===== config.mk =====
export PLATFORM = sky130hd
export DESIGN_NAME = data_mem_access_unit
export DESIGN_NICKNAME = d
export VERILOG_FILES = /design/src/rtl/dmem_pkg.sv /design/src/rtl/data_mem_access_unit_req_fifo.sv /design/src/rtl/data_mem_access_unit.sv
export SDC_FILE = /design/constraint.sdc
export NUM_CORES = 1
export LEC_CHECK = 0
export ABC_AREA = 1
export BUFFER_PORTS_ARGS = -buffer_cell sky130_fd_sc_hd__buf_2
export CORE_ASPECT_RATIO = 1.4
export CORE_MARGIN = 4
export CORE_UTILIZATION = 45
export CTS_BUF_LIST = sky130_fd_sc_hd__clkbuf_8
export CTS_CLUSTER_SIZE = 25
export DETAILED_ROUTE_END_ITERATION = 8
export PLACE_DENSITY = 0.71
export SETUP_SLACK_MARGIN = 0.5
export SYNTH_ARGS = -nofsm -noshare
export SYNTH_HDL_FRONTEND = slang
export SYNTH_HIERARCHICAL = 1
export SYNTH_SLANG_ARGS = --single-unit

===== constraint.sdc =====
create_clock -name CLK -period 4.1 [get_ports CLK]
set_input_delay 0.205 -clock CLK [delete_from_list [all_inputs] [get_ports CLK]]
set_output_delay 0.205 -clock CLK [all_outputs]
set_load 0.005 [all_outputs]

===== src/rtl/dmem_pkg.sv =====
// Shared types and default widths for the data-memory access unit.
//   dmem_state_t : access FSM states (IDLE, ACCESS)
//   dmem_req_t   : one queued load/store request
// The request struct is sized from the DMEM_* constants below, so a
// different address/data/tag width is changed here, not only on the top.
package dmem_pkg;

    localparam int DMEM_ADDR_W = 32;
    localparam int DMEM_DATA_W = 32;
    localparam int DMEM_TAG_W  = 5;
    localparam int DMEM_CNT_W  = 8;
    localparam int DMEM_DEPTH  = 2;

    typedef enum logic {
        IDLE   = 1'b0,
        ACCESS = 1'b1
    } dmem_state_t;

    typedef struct packed {
        logic                   is_store;
        logic [DMEM_ADDR_W-1:0] addr;
        logic [DMEM_DATA_W-1:0] wdata;
        logic [DMEM_TAG_W-1:0]  tag;
    } dmem_req_t;

endpackage


===== src/rtl/data_mem_access_unit_req_fifo.sv =====
// Small synchronous FIFO for queued memory requests.
//   CLK, RST     : clock, synchronous active-high reset (empties the FIFO)
//   push, din    : write din when not full
//   pop, dout    : dout is the head entry; pop advances when not empty
//   full, empty  : occupancy flags
//   count        : entries held (0..DEPTH)
// DEPTH must be a power of 2 so the pointers wrap naturally.
module req_fifo #(
    parameter int WIDTH = 8,
    parameter int DEPTH = 2
) (
    input  logic                     CLK,
    input  logic                     RST,
    input  logic                     push,
    input  logic [WIDTH-1:0]         din,
    input  logic                     pop,
    output logic [WIDTH-1:0]         dout,
    output logic                     full,
    output logic                     empty,
    output logic [$clog2(DEPTH):0]   count
);

    localparam int AW = (DEPTH > 1) ? $clog2(DEPTH) : 1;

    logic [WIDTH-1:0] mem [DEPTH];
    logic [AW-1:0]    wr_ptr, rd_ptr;
    logic             do_push, do_pop;

    assign full    = (count == ($clog2(DEPTH)+1)'(DEPTH));
    assign empty   = (count == '0);
    assign do_push = push && !full;
    assign do_pop  = pop && !empty;
    assign dout    = mem[rd_ptr];

    // Storage carries no reset; only the pointers define validity.
    always_ff @(posedge CLK) begin
        if (do_push)
            mem[wr_ptr] <= din;
    end

    always_ff @(posedge CLK) begin
        if (RST) begin
            wr_ptr <= '0;
            rd_ptr <= '0;
            count  <= '0;
        end else begin
            if (do_push) wr_ptr <= wr_ptr + 1'b1;
            if (do_pop)  rd_ptr <= rd_ptr + 1'b1;
            case ({do_push, do_pop})
                2'b10:   count <= count + 1'b1;
                2'b01:   count <= count - 1'b1;
                default: count <= count;
            endcase
        end
    end

endmodule


===== src/rtl/data_mem_access_unit.sv =====
// Initiator side of the data-memory interface.
//   CLK, RST                      : clock, synchronous active-high reset
//   req_valid/req_ready/req_*     : load/store request handshake into a FIFO
//   writeEn/readEn/ALUMemAdd/
//   writeDataM/readDataW          : one-cycle access toward data memory
//   resp_valid/resp_*             : single-cycle tagged response to writeback
//   busy                          : work queued or an access in flight
//   store_count                   : saturating count of successful stores
// Out-of-range requests never raise a strobe; they still get a response
// with resp_err set.
module data_mem_access_unit
    import dmem_pkg::*;
#(
    parameter int DATA_BASE_ADD    = 5,
    parameter int OUTPUT_FILE_SIZE = 4,
    parameter int IN_BUS_WIDTH     = DMEM_ADDR_W,
    parameter int MEMORY_WIDTH     = DMEM_DATA_W,
    parameter int ADDRESS_SIZE     = 20,
    parameter int TAG_WIDTH        = DMEM_TAG_W,
    parameter int REQ_DEPTH        = DMEM_DEPTH,
    parameter int CNT_WIDTH        = DMEM_CNT_W
) (
    input  logic                    CLK,
    input  logic                    RST,
    input  logic                    req_valid,
    output logic                    req_ready,
    input  logic                    req_is_store,
    input  logic [IN_BUS_WIDTH-1:0] req_addr,
    input  logic [MEMORY_WIDTH-1:0] req_wdata,
    input  logic [TAG_WIDTH-1:0]    req_tag,
    output logic                    writeEn,
    output logic                    readEn,
    output logic [IN_BUS_WIDTH-1:0] ALUMemAdd,
    output logic [MEMORY_WIDTH-1:0] writeDataM,
    input  logic [MEMORY_WIDTH-1:0] readDataW,
    output logic                    resp_valid,
    output logic                    resp_is_store,
    output logic [TAG_WIDTH-1:0]    resp_tag,
    output logic [MEMORY_WIDTH-1:0] resp_data,
    output logic                    resp_err,
    output logic                    busy,
    output logic [CNT_WIDTH-1:0]    store_count
);

    // Load legality is checked against the pre-subtracted limit so the
    // unsigned compare never has to form addr+DATA_BASE_ADD.
    localparam logic [IN_BUS_WIDTH-1:0] STORE_MAX = IN_BUS_WIDTH'(OUTPUT_FILE_SIZE);
    localparam logic [IN_BUS_WIDTH-1:0] LOAD_LIM  = IN_BUS_WIDTH'(ADDRESS_SIZE - DATA_BASE_ADD);

    dmem_state_t                   state, state_nxt;
    dmem_req_t                     push_req, head;
    logic [$bits(dmem_req_t)-1:0]  head_bits;
    logic                          full, empty, push, pop, head_ok;
    logic [$clog2(REQ_DEPTH):0]    fifo_cnt;

    // Request in flight, kept for the response edge.
    logic                          cur_is_store, cur_err;
    logic [TAG_WIDTH-1:0]          cur_tag;

    assign push_req  = '{is_store: req_is_store, addr: req_addr,
                         wdata: req_wdata, tag: req_tag};
    assign req_ready = !full;
    assign push      = req_valid && req_ready;
    assign pop       = (state == IDLE) && !empty;
    assign head      = dmem_req_t'(head_bits);
    assign head_ok   = head.is_store ? (head.addr <= STORE_MAX)
                                     : (head.addr <  LOAD_LIM);
    assign busy      = (fifo_cnt != '0) || (state != IDLE);

    req_fifo #(
        .WIDTH ($bits(dmem_req_t)),
        .DEPTH (REQ_DEPTH)
    ) u_req_fifo (
        .CLK   (CLK),
        .RST   (RST),
        .push  (push),
        .din   (push_req),
        .pop   (pop),
        .dout  (head_bits),
        .full  (full),
        .empty (empty),
        .count (fifo_cnt)
    );

    always_ff @(posedge CLK) begin
        if (RST) state <= IDLE;
        else     state <= state_nxt;
    end

    always_comb begin
        state_nxt = state;
        case (state)
            IDLE:    if (!empty) state_nxt = ACCESS;
            ACCESS:  state_nxt = IDLE;
            default: state_nxt = IDLE;
        endcase
    end

    always_ff @(posedge CLK) begin
        if (RST) begin
            writeEn       <= 1'b0;
            readEn        <= 1'b0;
            ALUMemAdd     <= '0;
            writeDataM    <= '0;
            resp_valid    <= 1'b0;
            resp_is_store <= 1'b0;
            resp_tag      <= '0;
            resp_data     <= '0;
            resp_err      <= 1'b0;
            store_count   <= '0;
            cur_is_store  <= 1'b0;
            cur_err       <= 1'b0;
            cur_tag       <= '0;
        end else begin
            resp_valid <= 1'b0;
            case (state)
                IDLE: if (!empty) begin
                    ALUMemAdd    <= head.addr;
                    writeDataM   <= head.wdata;
                    writeEn      <=  head.is_store && head_ok;
                    readEn       <= !head.is_store && head_ok;
                    cur_is_store <= head.is_store;
                    cur_tag      <= head.tag;
                    cur_err      <= !head_ok;
                end
                ACCESS: begin
                    writeEn       <= 1'b0;
                    readEn        <= 1'b0;
                    resp_valid    <= 1'b1;
                    resp_is_store <= cur_is_store;
                    resp_tag      <= cur_tag;
                    resp_err      <= cur_err;
                    // readEn is high only for a legal load in flight.
                    resp_data     <= readEn ? readDataW : '0;
                    if (writeEn && store_count != '1)
                        store_count <= store_count + 1'b1;
                end
                default: ;
            endcase
        end
    end

endmodule


Word-level counts from Yosys, hierarchy flattened
Memories as Yosys holds them, arrays and structs flattened. A register that Yosys moved wholly into a read port is not among the register bits.
Index checks and enable logic that the tools add are counted.

storage, ports and cells
  flip-flop bits (word level) = 126
  bits in latches = 0
  RAM bits = 140
  ROM bits = 0
  input port bits = 105
  output and inout bits = 116
  word-level logic and storage cells = 63
  memories = 1

operators by class
  add/subtract/negate cells = 5
  $mul = 0
  div/mod/pow operators = 0
  $lt $le $gt $ge = 2
  eq/ne operators = 5
  shifts and indexed selects = 0
  multiplexer cells = 14
  bitwise logic cells = 2
  reductions and logical operators = 17

memories
  name            depth  width  rd ports  clocked after memory_dff  wr ports  line                                 source
  u_req_fifo.mem  2      70     1         1                         1         data_mem_access_unit_req_fifo.sv:25  logic [WIDTH-1:0] mem [DEPTH];

operators by type and width
  cell                 count
  $le 32x3->1 const B  1
  $lt 32x4->1 const B  1
  $mux 32              1
  $mux 1               9
  $add 8x1->8 const B  1
  $ne 8x8->1 const B   1
  $logic_and 1x1->1    7
  $pmux 1 s2           3
  $eq 2x2->1 const B   2
  $logic_not 1->1      4
  $pmux 2 s2           1
  $reduce_and 2->1     2
  $reduce_bool 2->1    2
  $add 1x1->1 const B  2
  $add 2x1->2 const B  1
  $eq 2x1->1 const B   1
  $logic_not 2->1      1
  $ne 2x2->1 const B   1
  $not 1->1            2
  $sub 2x1->2 const B  1
  $logic_or 1x1->1     1

Longest topological paths before layout
  word-level depth = 6
  depth in mapped cells = 12
  depth with buffers taken out = 12

Hierarchy
Netlist, hierarchy kept.

by module, submodules not included
  module                times used  cells an instance  area each (um^2)  sequential area each (um^2)
  req_fifo              1           258                5651.7            4304.1
  data_mem_access_unit  1           517                4384.2            2442.3

Least setup slack after synthesis
No wires, ideal clock.

  path kind = register -> register
  from = register u_req_fifo.count[0]
  to = memory u_req_fifo/mem[0][0] (netlist name), enable pin
  library setup time = 0.498 ns
  data arrival time = 3.744 ns
  required time = 3.602 ns
  path slack = -0.142 ns
  stages on the path, launching flop included = 7
  buffers on the path = 0
  period minus slack after synthesis = 4.242 ns
  cells stage by stage = dfxtp_1 > nor2_1 > nor2_1 > inv_1 > nor2_1 > inv_1 > nor2_1

between the ends
  word-level cells in the longest chain between the ends = 6

RTL lines
  what                          line                                 source
  from (decl)                   data_mem_access_unit_req_fifo.sv:20  output logic [$clog2(DEPTH):0] count
  from (signal assigned)        data_mem_access_unit_req_fifo.sv:50  2'b10: count <= count + 1'b1;
  from (signal assigned)        data_mem_access_unit_req_fifo.sv:51  2'b01: count <= count - 1'b1;
  from (signal assigned)        data_mem_access_unit_req_fifo.sv:52  default: count <= count;
  $eq 2x2->1                    data_mem_access_unit_req_fifo.sv:29  assign full = (count == ($clog2(DEPTH)+1)'(DEPTH));
  net full                      data_mem_access_unit.sv:53           logic full, empty, push, pop, head_ok;
  $logic_not 1->1               data_mem_access_unit.sv:62           assign req_ready = !full;
  $logic_and 1x1->1             data_mem_access_unit.sv:63           assign push = req_valid && req_ready;
  net push                      data_mem_access_unit.sv:53
  $logic_and 1x1->1             data_mem_access_unit_req_fifo.sv:31  assign do_push = push && !full;
  $mux 1                        data_mem_access_unit_req_fifo.sv:37  if (do_push)
  $mux 1 (implied by the code)  data_mem_access_unit_req_fifo.sv:38  mem[wr_ptr] <= din;
  to (decl)                     data_mem_access_unit_req_fifo.sv:25

The timed path passes the listed nets, and every way through them passes these cells.

Final worst setup path
  from = register u_req_fifo.count[0]
  to = register u_req_fifo.count[1]

between the ends
  word-level cells in the longest chain between the ends = 6
  elaborated cells on any way between the ends = 14
  those cells by class = add/sub (2); eq/ne (3); mux (1); reduce/logical (8)

RTL lines
  what                                             line                                                             source
  $logic_not 2->1 (*)                              data_mem_access_unit_req_fifo.sv:30                              assign empty = (count == '0);
  net empty                                        data_mem_access_unit.sv:53
  $logic_not 1->1 (*)                              data_mem_access_unit_req_fifo.sv:32, data_mem_access_unit.sv:64
  $logic_and 1x1->1                                data_mem_access_unit.sv:64                                       assign pop = (state == IDLE) && !empty;
  $logic_and 1x1->1 (*)                            data_mem_access_unit_req_fifo.sv:32                              assign do_pop = pop && !empty;
  net u_req_fifo.do_pop                            data_mem_access_unit_req_fifo.sv:27                              logic do_push, do_pop;
  $eq 2x1->1 or $eq 2x2->1 (tied branches)         data_mem_access_unit_req_fifo.sv:49                              case ({do_push, do_pop})
  $pmux 2 s2 or $reduce_bool 2->1 (tied branches)  n/a

Mark *: on every way through the listed nets, which the timed path passes. The rest lies on a longest branch.
A chain may end at the register's enable or synchronous reset.

==> flow_summary.ini <==
[critical_path]
r2r-end = u_req_fifo/count[1]$_SDFFE_PP0P_
worstSetupEndpointType = register
arrival_ns = 3.05
crit_type = register to register
cp.required_ns = 4.57
cp_max_fo = 42
reg2reg_from = u_req_fifo/count[0]$_SDFFE_PP0P_
reg2regPathDepth = 11
start_kind = register
crit_path_start = u_req_fifo/count[0]$_SDFFE_PP0P_
worst-r2r-setup-slack_ns = 1.52

[clock_network]
clock-sinks = 267
clk_pin_slew_ns = 0.06
root_buffer = clkbuf_8
post_cts_buffers = 0
cts_buffers = 40
htreeDepth = 2
cts_resized = 0
cts_buffer_depth = 3
cts_tree = built
clock_latency_ns = 0.53

[sta]
period_needed_ns = 2.58
clock_skew_ns = 0.0227
timing.fmax_mhz = 388
hold_viol = 0
rsz0062_at_grt = no
relSlewSlack_pct = 22.7
drv_slew = 0
setup_viol = 0
period_share_pct = 62.8
tightest_slew_ns = 1.16
setup_tns_ns = 0

[synthesis]
syn_area_per_cell_um2 = 12.9
syn_inst = 775
synthesis.area_mm2 = 0.0100
synth.net_count = 882
yosys.cell_types.count = 29
ys_ff_latch = 267
ys_seq_area_share_pct = 67.2
synth_edf_count = 140
postSynth.asyncResetShare_pct = 0
synth_ff_type = edfxtp_1
ys.warnings.count = 6

[drt]
wl_per_cell_um = 15.9
postRouteAntennaNets = 0
first_pass_iters = 5
drc = 0
drt_iter0_markers = 317
viasPerCell = 4.84
vias = 6944
wirelength_um = 22800

[floorplan]
ios = 221
core_area_mm2 = 0.0219
design.die.area_mm2 = 0.0248
die_x_um = 134
rows = 64
die_h_um = 185
initial_core_util_pct = 45.7

[power]
power_leakage_nw = 5.58
ir_drop_uv = 353
power_density_mw_per_mm2 = 658

[run_status]
status = finished clean

[grt]
grt_usage_pct = 17.5
antenna_found_initial = 2
grt_pass1_wl_um = 34800
grt_max_degree = 74
grt_pass1_vias = 6912
grt_overflow = 0

[placed_design]
post-dp-hpwl_um = 13800
place_area_mm2 = 0.0113
gp_congestion = 0.742
io_buffer_count = 220

[worst_hold_path]
worst_hold_path.endpoint = store_count[5]$_SDFFE_PP0P_
worstHoldPathType = input pin to register
holdPathStages = 2
worstHoldStart = RST

[cells_and_area]
stdcell_area_mm2 = 0.0131
syn_to_final_growth_pct = 30.8
final_cell_mix = 220 x buf_2, 172 x nor2_1, 140 x edfxtp_1
layout_commonest_cell = buf_2
finalNetCount = 1210
drive_above_1_share_pct = 33.2

[run]
maxCapViolations = 0
==> cell type report <==
type / instances / area (um^2)
repair buffers: 328 / 2180
well taps: 297 / 372
inverters: 27 / 101
clock buffers: 47 / 647
clock inverters: 27 / 185
diodes: 2 / 5.00
flip-flops and latches: 267 / 6750
multi-input cells: 439 / 2880
fillers: 1744 / 8820
==> where the power goes <==
group | internal (W) | switching [W] | total, W
sequential | 0.00358 | 0.000413 | 0.00400
clock | 0.00119 | 0.00101 | 0.00221
combinational | 0.00111 | 0.00132 | 0.00243
total | 0.00589 | 0.00275 | 0.00863
==> sequential cells by signal (all words and copies together), names as in the netlist, 2 cells and up, named ones only <==
register          flops
store_count           8
resp_tag              5
u_req_fifo/mem      140
cur_tag               5
u_req_fifo/count      2
writeDataM           32
ALUMemAdd            32
resp_data            32
==> synth_stat cells (all sizes together), types with 7 or more instances <==
library cell	number	area share, %
nand3	7	0.35
nand2	46	1.8
a32o	32	3.2
a21oi	15	0.86
mux2	70	10
clkbuf	15	0.56
edfxtp	140	42
dfxtp	127	25
nor2	176	6.7
buf	27	2.6
o21ai	79	3.9
inv	26	0.97
==> layer usage <==
metal	routed length (um)	up-vias	global-route usage (%)
met1	8860	3248	19.2
met4	828	0	8.52
li1	-	3388	-
met5	0	-	0
met2	11700	256	32.2
met3	1390	52	3.41
==> worst max-delay path: stages, from the launching register on <==
cell and delay (ns):
dfxtp_1 0.41, nor2_1 0.13, nor2_4 0.52, buf_4 0.50, inv_1 0.08, nor2_1 0.20
ha_1 0.29, inv_1 0.08, nand2_1 0.05, nor2_1 0.09, nor2_1 0.05, nor2_1 0.09
==> through the flow <==
stage	hold WS (ns)	power [W]	utilization, %	cells	worst slack (ns)
2_1_floorplan	0.304	0.00565	-	775	1.03
3_3_place_gp	0.392	0.00637	51.3	1256	1.59
3_5_place_dp	0.397	0.00642	51.3	1256	1.53
4_1_cts	0.00391	0.00873	59.8	1432	1.53
5_1_grt	0.0325	0.00916	59.8	1434	1.22
6_report	0.0309	0.00863	59.8	1434	1.52
==> cells by family (layout without fill, tap and decap cells) <==
group / Yosys count / in the layout / synth area share (%)
flip-flops: 267 / 267 / 67.2
AND/OR/NAND/NOR: 235 / 235 / 9.40
AO/OA/AOI/OAI: 129 / 129 / 8.25
multiplexers: 70 / 70 / 10.5
buffers and inverters: 69 / 429 / 4.14
XOR/XNOR: 3 / 3 / 0.262
adder cells (fa/ha/maj): 2 / 2 / 0.249
other: 0 / 2 / 0
==> how the worst max path moves through the flow <==
stage | end | slack [ns] | cells after the start
after floorplan | u_req_fifo/mem[0][0]$_DFFE_PP_ | 1.03 | 6
after global placement | u_req_fifo/count[1]$_SDFFE_PP0P_ | 1.59 | 11
after detailed placement | u_req_fifo/count[1]$_SDFFE_PP0P_ | 1.53 | 11
after CTS | u_req_fifo/count[1]$_SDFFE_PP0P_ | 1.53 | 11
after global routing | u_req_fifo/count[1]$_SDFFE_PP0P_ | 1.22 | 11
final | u_req_fifo/count[1]$_SDFFE_PP0P_ | 1.52 | 11
==> timing repair <==
item                                    in CTS  in global routing
endpoints found under the hold margin      172                  0
endpoints found under the setup margin       0                  0
hold buffers                               102                  0
Note: power is estimated with default switching activity, not from simulation.
